--- src/rtl/bram_burst_engine.sv ---
// BRAM burst engine: read or pattern-write bursts on a native BRAM port,
// launched by a rising edge on start, with busy/done/aborted status back to the PS.
//
// Parameters:
//   DATA_W - word width (multiple of 8), ADDR_W - byte address width,
//   LEN_W  - word-count width, RD_LAT - BRAM read latency (1..4)
// Ports:
//   clk, rst_n (async, active-low)
//   start, mode, start_addr, len_words, wr_seed, wr_incr - launch controls
//   abort                      - stop the running burst after the current word
//   busy, done, aborted        - status
//   rd_valid, rd_data, rd_index - read word stream
//   ram_*                      - native BRAM port (Port B style)
module bram_burst_engine #(
    parameter int DATA_W = 32,
    parameter int ADDR_W = 32,
    parameter int LEN_W  = 16,
    parameter int RD_LAT = 1
) (
    input  logic                  clk,
    input  logic                  rst_n,
    input  logic                  start,
    input  logic                  mode,
    input  logic [ADDR_W-1:0]     start_addr,
    input  logic [LEN_W-1:0]      len_words,
    input  logic [DATA_W-1:0]     wr_seed,
    input  logic [DATA_W-1:0]     wr_incr,
    input  logic                  abort,
    output logic                  busy,
    output logic                  done,
    output logic                  aborted,
    output logic                  rd_valid,
    output logic [DATA_W-1:0]     rd_data,
    output logic [LEN_W-1:0]      rd_index,
    output logic                  ram_clk,
    output logic                  ram_rst,
    output logic                  ram_en,
    output logic [DATA_W/8-1:0]   ram_we,
    output logic [ADDR_W-1:0]     ram_addr,
    output logic [DATA_W-1:0]     ram_wr_data,
    input  logic [DATA_W-1:0]     ram_rd_data
);

    localparam int BW = DATA_W / 8;
    localparam logic [ADDR_W-1:0] STEP = ADDR_W'(BW);
    localparam logic [2:0] DRAIN_LAST = 3'(RD_LAT);

    typedef enum logic [1:0] {
        S_IDLE,
        S_RUN,
        S_DRAIN
    } state_t;

    state_t              state_q;
    logic                start_d0_q;
    logic                start_d1_q;
    logic                launch;
    logic                mode_q;
    logic [LEN_W-1:0]    len_q;
    logic [DATA_W-1:0]   incr_q;
    logic [LEN_W-1:0]    idx_q;
    logic [2:0]          dcnt_q;
    logic                busy_q;
    logic                done_q;
    logic                aborted_q;
    logic                en_q;
    logic [BW-1:0]       we_q;
    logic [ADDR_W-1:0]   addr_q;
    logic [DATA_W-1:0]   wd_q;
    logic                last_word;

    // Read-return delay line; the output register adds the final stage.
    logic [RD_LAT-1:0]   pv_q;
    logic [LEN_W-1:0]    pi_q [RD_LAT];
    logic                rd_valid_q;
    logic [DATA_W-1:0]   rd_data_q;
    logic [LEN_W-1:0]    rd_index_q;

    assign launch    = start_d0_q & ~start_d1_q;
    assign last_word = (idx_q == len_q - LEN_W'(1));

    always_ff @(posedge clk or negedge rst_n) begin
        if (!rst_n) begin
            start_d0_q <= 1'b0;
            start_d1_q <= 1'b0;
        end else begin
            start_d0_q <= start;
            start_d1_q <= start_d0_q;
        end
    end

    always_ff @(posedge clk or negedge rst_n) begin
        if (!rst_n) begin
            state_q   <= S_IDLE;
            mode_q    <= 1'b0;
            len_q     <= '0;
            incr_q    <= '0;
            idx_q     <= '0;
            dcnt_q    <= '0;
            busy_q    <= 1'b0;
            done_q    <= 1'b0;
            aborted_q <= 1'b0;
            en_q      <= 1'b0;
            we_q      <= '0;
            addr_q    <= '0;
            wd_q      <= '0;
        end else begin
            done_q <= 1'b0;
            unique case (state_q)
                S_IDLE: begin
                    if (launch) begin
                        aborted_q <= 1'b0;
                        if (len_words != '0) begin
                            mode_q  <= mode;
                            len_q   <= len_words;
                            incr_q  <= wr_incr;
                            idx_q   <= '0;
                            en_q    <= 1'b1;
                            addr_q  <= start_addr;
                            we_q    <= mode ? '1 : '0;
                            wd_q    <= mode ? wr_seed : '0;
                            busy_q  <= 1'b1;
                            state_q <= S_RUN;
                        end else begin
                            // Empty burst: report completion, touch nothing.
                            done_q <= 1'b1;
                        end
                    end
                end
                S_RUN: begin
                    if (last_word || abort) begin
                        en_q    <= 1'b0;
                        we_q    <= '0;
                        addr_q  <= '0;
                        wd_q    <= '0;
                        dcnt_q  <= '0;
                        state_q <= S_DRAIN;
                        // Abort on the final word is a normal completion.
                        if (!last_word) begin
                            aborted_q <= 1'b1;
                        end
                    end else begin
                        idx_q  <= idx_q + LEN_W'(1);
                        addr_q <= addr_q + STEP;
                        if (mode_q) begin
                            wd_q <= wd_q + incr_q;
                        end
                    end
                end
                S_DRAIN: begin
                    if (abort) begin
                        aborted_q <= 1'b1;
                    end
                    // RD_LAT+1 drain cycles let the last read word out first.
                    if (dcnt_q == DRAIN_LAST) begin
                        done_q  <= 1'b1;
                        busy_q  <= 1'b0;
                        state_q <= S_IDLE;
                    end else begin
                        dcnt_q <= dcnt_q + 3'd1;
                    end
                end
                default: state_q <= S_IDLE;
            endcase
        end
    end

    always_ff @(posedge clk or negedge rst_n) begin
        if (!rst_n) begin
            pv_q       <= '0;
            rd_valid_q <= 1'b0;
            rd_data_q  <= '0;
            rd_index_q <= '0;
            for (int k = 0; k < RD_LAT; k++) begin
                pi_q[k] <= '0;
            end
        end else begin
            pv_q[0] <= en_q & ~mode_q;
            pi_q[0] <= idx_q;
            for (int k = 1; k < RD_LAT; k++) begin
                pv_q[k] <= pv_q[k-1];
                pi_q[k] <= pi_q[k-1];
            end
            rd_valid_q <= pv_q[RD_LAT-1];
            if (pv_q[RD_LAT-1]) begin
                rd_data_q  <= ram_rd_data;
                rd_index_q <= pi_q[RD_LAT-1];
            end
        end
    end

    assign busy        = busy_q;
    assign done        = done_q;
    assign aborted     = aborted_q;
    assign rd_valid    = rd_valid_q;
    assign rd_data     = rd_data_q;
    assign rd_index    = rd_index_q;
    assign ram_clk     = clk;
    assign ram_rst     = 1'b0;
    assign ram_en      = en_q;
    assign ram_we      = we_q;
    assign ram_addr    = addr_q;
    assign ram_wr_data = wd_q;

endmodule

--- config.mk ---
export PLATFORM = sky130hd
export DESIGN_NAME = bram_burst_engine
export DESIGN_NICKNAME = d
export VERILOG_FILES = /design/src/rtl/bram_burst_engine.sv
export SDC_FILE = /design/constraint.sdc
export NUM_CORES = 1
export LEC_CHECK = 0
export BUFFER_PORTS_ARGS = -buffer_cell sky130_fd_sc_hd__buf_2
export CAP_MARGIN = 40
export CORE_MARGIN = 1
export CORE_UTILIZATION = 58
export DETAILED_ROUTE_END_ITERATION = 10
export PLACE_DENSITY = 0.92
export SLEW_MARGIN = 20
export SYNTH_ARGS = -nofsm -noshare
export SYNTH_HDL_FRONTEND = slang
export SYNTH_SLANG_ARGS = --single-unit
--- constraint.sdc ---
create_clock -name clk -period 6.17 [get_ports clk]
set_input_delay 0.617 -clock clk [delete_from_list [all_inputs] [get_ports clk]]
set_output_delay 0.617 -clock clk [all_outputs]
set_load 0.02 [all_outputs]
==> flow_metrics.env <==
export IMPL_cp_start_kind="clock port"
export IMPL_slew_headroom=0.494
export IMPL_p_switching_uw=3600
export IMPL_synthFlopType="dfrtp_1"
export IMPL_finalWorstSetupSlack_ns=2.07
export IMPL_critPathSlowestCell="buf_2"
export IMPL_power_density_nw_per_um2=608
export IMPL_cp_top_family="buffers and inverters"
export IMPL_core_um2=18800
export IMPL_cp_cell_sequence="clkbuf_16, clkbuf_16, buf_2"
export IMPL_seq_power_share=0.316
export IMPL_routabilityCongestion=0.924
export IMPL_avgRoutedWirePerCell_um=18.6
export IMPL_cp_arrival_ns=3.48
export IMPL_leakage_uw=0.00649
export IMPL_grt_pass1_wl_um=47600
export IMPL_dp_cells=1518
export IMPL_die_h_um=140
export IMPL_fin_nets=1504
export IMPL_post_synth_top_count_cell="dfrtp_1"
export IMPL_place_ws_ns=2.21
export IMPL_synthArstFlopShare=1.00
export IMPL_status="complete, no violations"
export IMPL_p_int_uw=4680
export IMPL_ant_nets=0
export IMPL_clkTransAtPathRegs_ns=0.06
export IMPL_worstPathRequired_ns=5.55
export IMPL_die_w_um=140
export IMPL_holdWs_ns=0.0217
export IMPL_setup_viol=0
export IMPL_slew_violations=0
export IMPL_hp_class="input port to async pin"
export IMPL_finalHoldViolations=0
export IMPL_cp_common_cell="clkbuf_16"
export IMPL_clk_latency_ns=0.64
export IMPL_skew_ns=0.0120
export IMPL_yosysTopAreaCell="dfrtp_1"
export IMPL_synth_area_per_cell_um2=10.5
export IMPL_irDropWorstVdd_mv=0.394
export IMPL_synth_top_area_share=0.466
export IMPL_p_clk_frac=0.181
export IMPL_instances_no_fill=1568
export IMPL_grt_ovfl_total=0
export IMPL_fill_cells=1283
export IMPL_vias_per_cell=6.08
export IMPL_initial_utilization=0.592
export IMPL_first_pass_iters=5
export IMPL_comb_power_share=0.503
export IMPL_dp_final_hpwl_um=20500
export IMPL_wirelength_um=29200
export IMPL_yosysSeqAreaShare=0.466
export IMPL_critPathMaxStageDelay_ns=0.15
export IMPL_post_cts_buffers=0
export IMPL_crit_path_end_kind="primary output"
export IMPL_worst_path_buf_inv=3
export IMPL_cts_tree="yes"
export IMPL_num_rows=50
export IMPL_drive_gt1_frac=0.335
export IMPL_cts_resized=0
export IMPL_grtUsageTotal=0.299
export IMPL_setup_tns_ns=0
export IMPL_grt_antenna_before_repair=3
export IMPL_switching_share=0.435
export IMPL_drc=0
export IMPL_grt_pass1_vias=9537
export IMPL_syn2layout_area_growth_pct=22.5
export IMPL_dieArea_um2=19700
export IMPL_via_count=9535
export IMPL_io_buffers=270
export IMPL_synth_seq_cells=207
export IMPL_cp_max_fo=2
export IMPL_hold_buffers=0
export IMPL_grt_max_degree=86
export IMPL_ys_types=73
export IMPL_worstSetupPathType="clock port to primary output"
export IMPL_drtIter0Drc=744
export IMPL_ioPinCount=272
export IMPL_yosysWarnings=0
export IMPL_synth_cells=1060
export IMPL_synthTopCellsByCount="dfrtp_1, mux2_2, nand2_1"
export IMPL_rsz0062_at_grt="no"
export IMPL_synth_edff_count=0
export IMPL_synth_nets=1250
export IMPL_netlist_area_um2=11100
export IMPL_synth_area_leaders="dfrtp_1, mux2_2, ha_1"
export IMPL_maxCapViolCount=0
export IMPL_worst_pin_slew_ns=0.759
==> worst reg2reg max path: cells and delay by family (launching register included) <==
family,cells,cell delay (ns)
and+or+nand+nor,5,1.53
buffers and inverters,3,0.97
AOI/OAI and AO/OA,3,0.79
DFF,1,0.44
xor gates and xnor gates,1,0.18
==> layout make-up <==
| class | instances | area [µm²] | area share |
|---|---|---|---|
| Antenna cell | 4 | 10.0 | 0.000735 |
| Clock buffer | 36 | 719 | 0.0528 |
| Clock inverter | 9 | 124 | 0.00909 |
| Inverter | 36 | 135 | 0.00992 |
| Multi-Input combinational cell | 756 | 5560 | 0.408 |
| Sequential cell | 207 | 5180 | 0.380 |
| Tap cell | 234 | 293 | 0.0215 |
| Timing Repair Buffer | 286 | 1600 | 0.117 |
==> cells by family after synthesis <==
family / after synthesis / share of synthesized area
AO/OA/AOI/OAI: 277 / 0.175
XOR/XNOR: 54 / 0.0425
adder cells (fa/ha/maj): 41 / 0.0468
buffers and inverters: 97 / 0.0374
flip-flops: 207 / 0.466
multiplexers: 107 / 0.108
other: 1 / 0.000337
AND/OR/NAND/NOR: 276 / 0.123
==> sequential cells by signal (all words and copies together) (netlist names) <==
name	cells
ram_addr	32
pi_q	16
ram_en	1
ram_wr_data	32
pv_q	1
rd_valid	1
done	1
aborted	1
ram_we	1
rd_index	16
start_d0_q	1
mode_q	1
incr_q	32
len_q	16
start_d1_q	1
rd_data	32
idx_q	16
busy	1
state_q	2
dcnt_q	3
==> metrics by stage <==
step / total power, µW / utilization / instance area, µm²
finish: 8280 / 0.726 / 13600
global route: 8820 / 0.725 / 13600
CTS: 8260 / 0.722 / 13600
detailed placement: 6720 / 0.678 / 12700
global placement: 6480 / 0.672 / 12600
floorplan: 5530 / - / 11100
==> cells in the final DEF (no fill, tap or decap), drive strengths merged, types with 12 or more instances in the layout <==
cell and count:
nor2b 12, xnor2 39, mux2 103, clkbuf 36
ha 40, inv 36, a21oi 49, nor4 14
a22oi 25, a21o 13, xor2 15, o21ai 61
nor2 55, nand2 90, dfrtp 207, a22o 38
buf 286, and3 19, nor3 13, a32o 12
nand4 12, nand3 33
==> worst paths after layout <==
path | depth (start not counted) | slack [ns] | startpoint | to
max | 3 | 2.07 | clk | ram_clk
min | 1 | 0.02 | rst_n | rd_data[24]
max reg2reg | 12 | 2.14 | len_q[2] | ram_wr_data[1]
min reg2reg | 0 | 0.37 | start_d0_q | start_d1_q
max in group asynchronous | 3 | 5.15 | rst_n | incr_q[22]
min in group clk | 1 | 0.08 | start | start_d0_q
==> power groups by stage <==
stage | Combinational [µW] | Clock (µW) | Sequential, µW
3_5_place_dp | 4090 | 15.1 | 2620
6_report | 4170 | 1500 | 2620
3_3_place_gp | 3870 | 15.1 | 2600
2_1_floorplan | 2640 | 18.9 | 2870
4_1_cts | 4130 | 1520 | 2610
5_1_grt | 4540 | 1580 | 2700
==> per-layer routing <==
metal | up-vias | part of all wire | GRT usage | wire length [µm]
met5 | - | 0.00038 | 0 | 11
met3 | 97 | 0.076 | 0.0636 | 2210
li1 | 4401 | - | - | -
met4 | 2 | 0.039 | 0.120 | 1130
met2 | 447 | 0.48 | 0.497 | 14100
met1 | 4588 | 0.40 | 0.383 | 11800
Power figures use the tool's default switching activity.
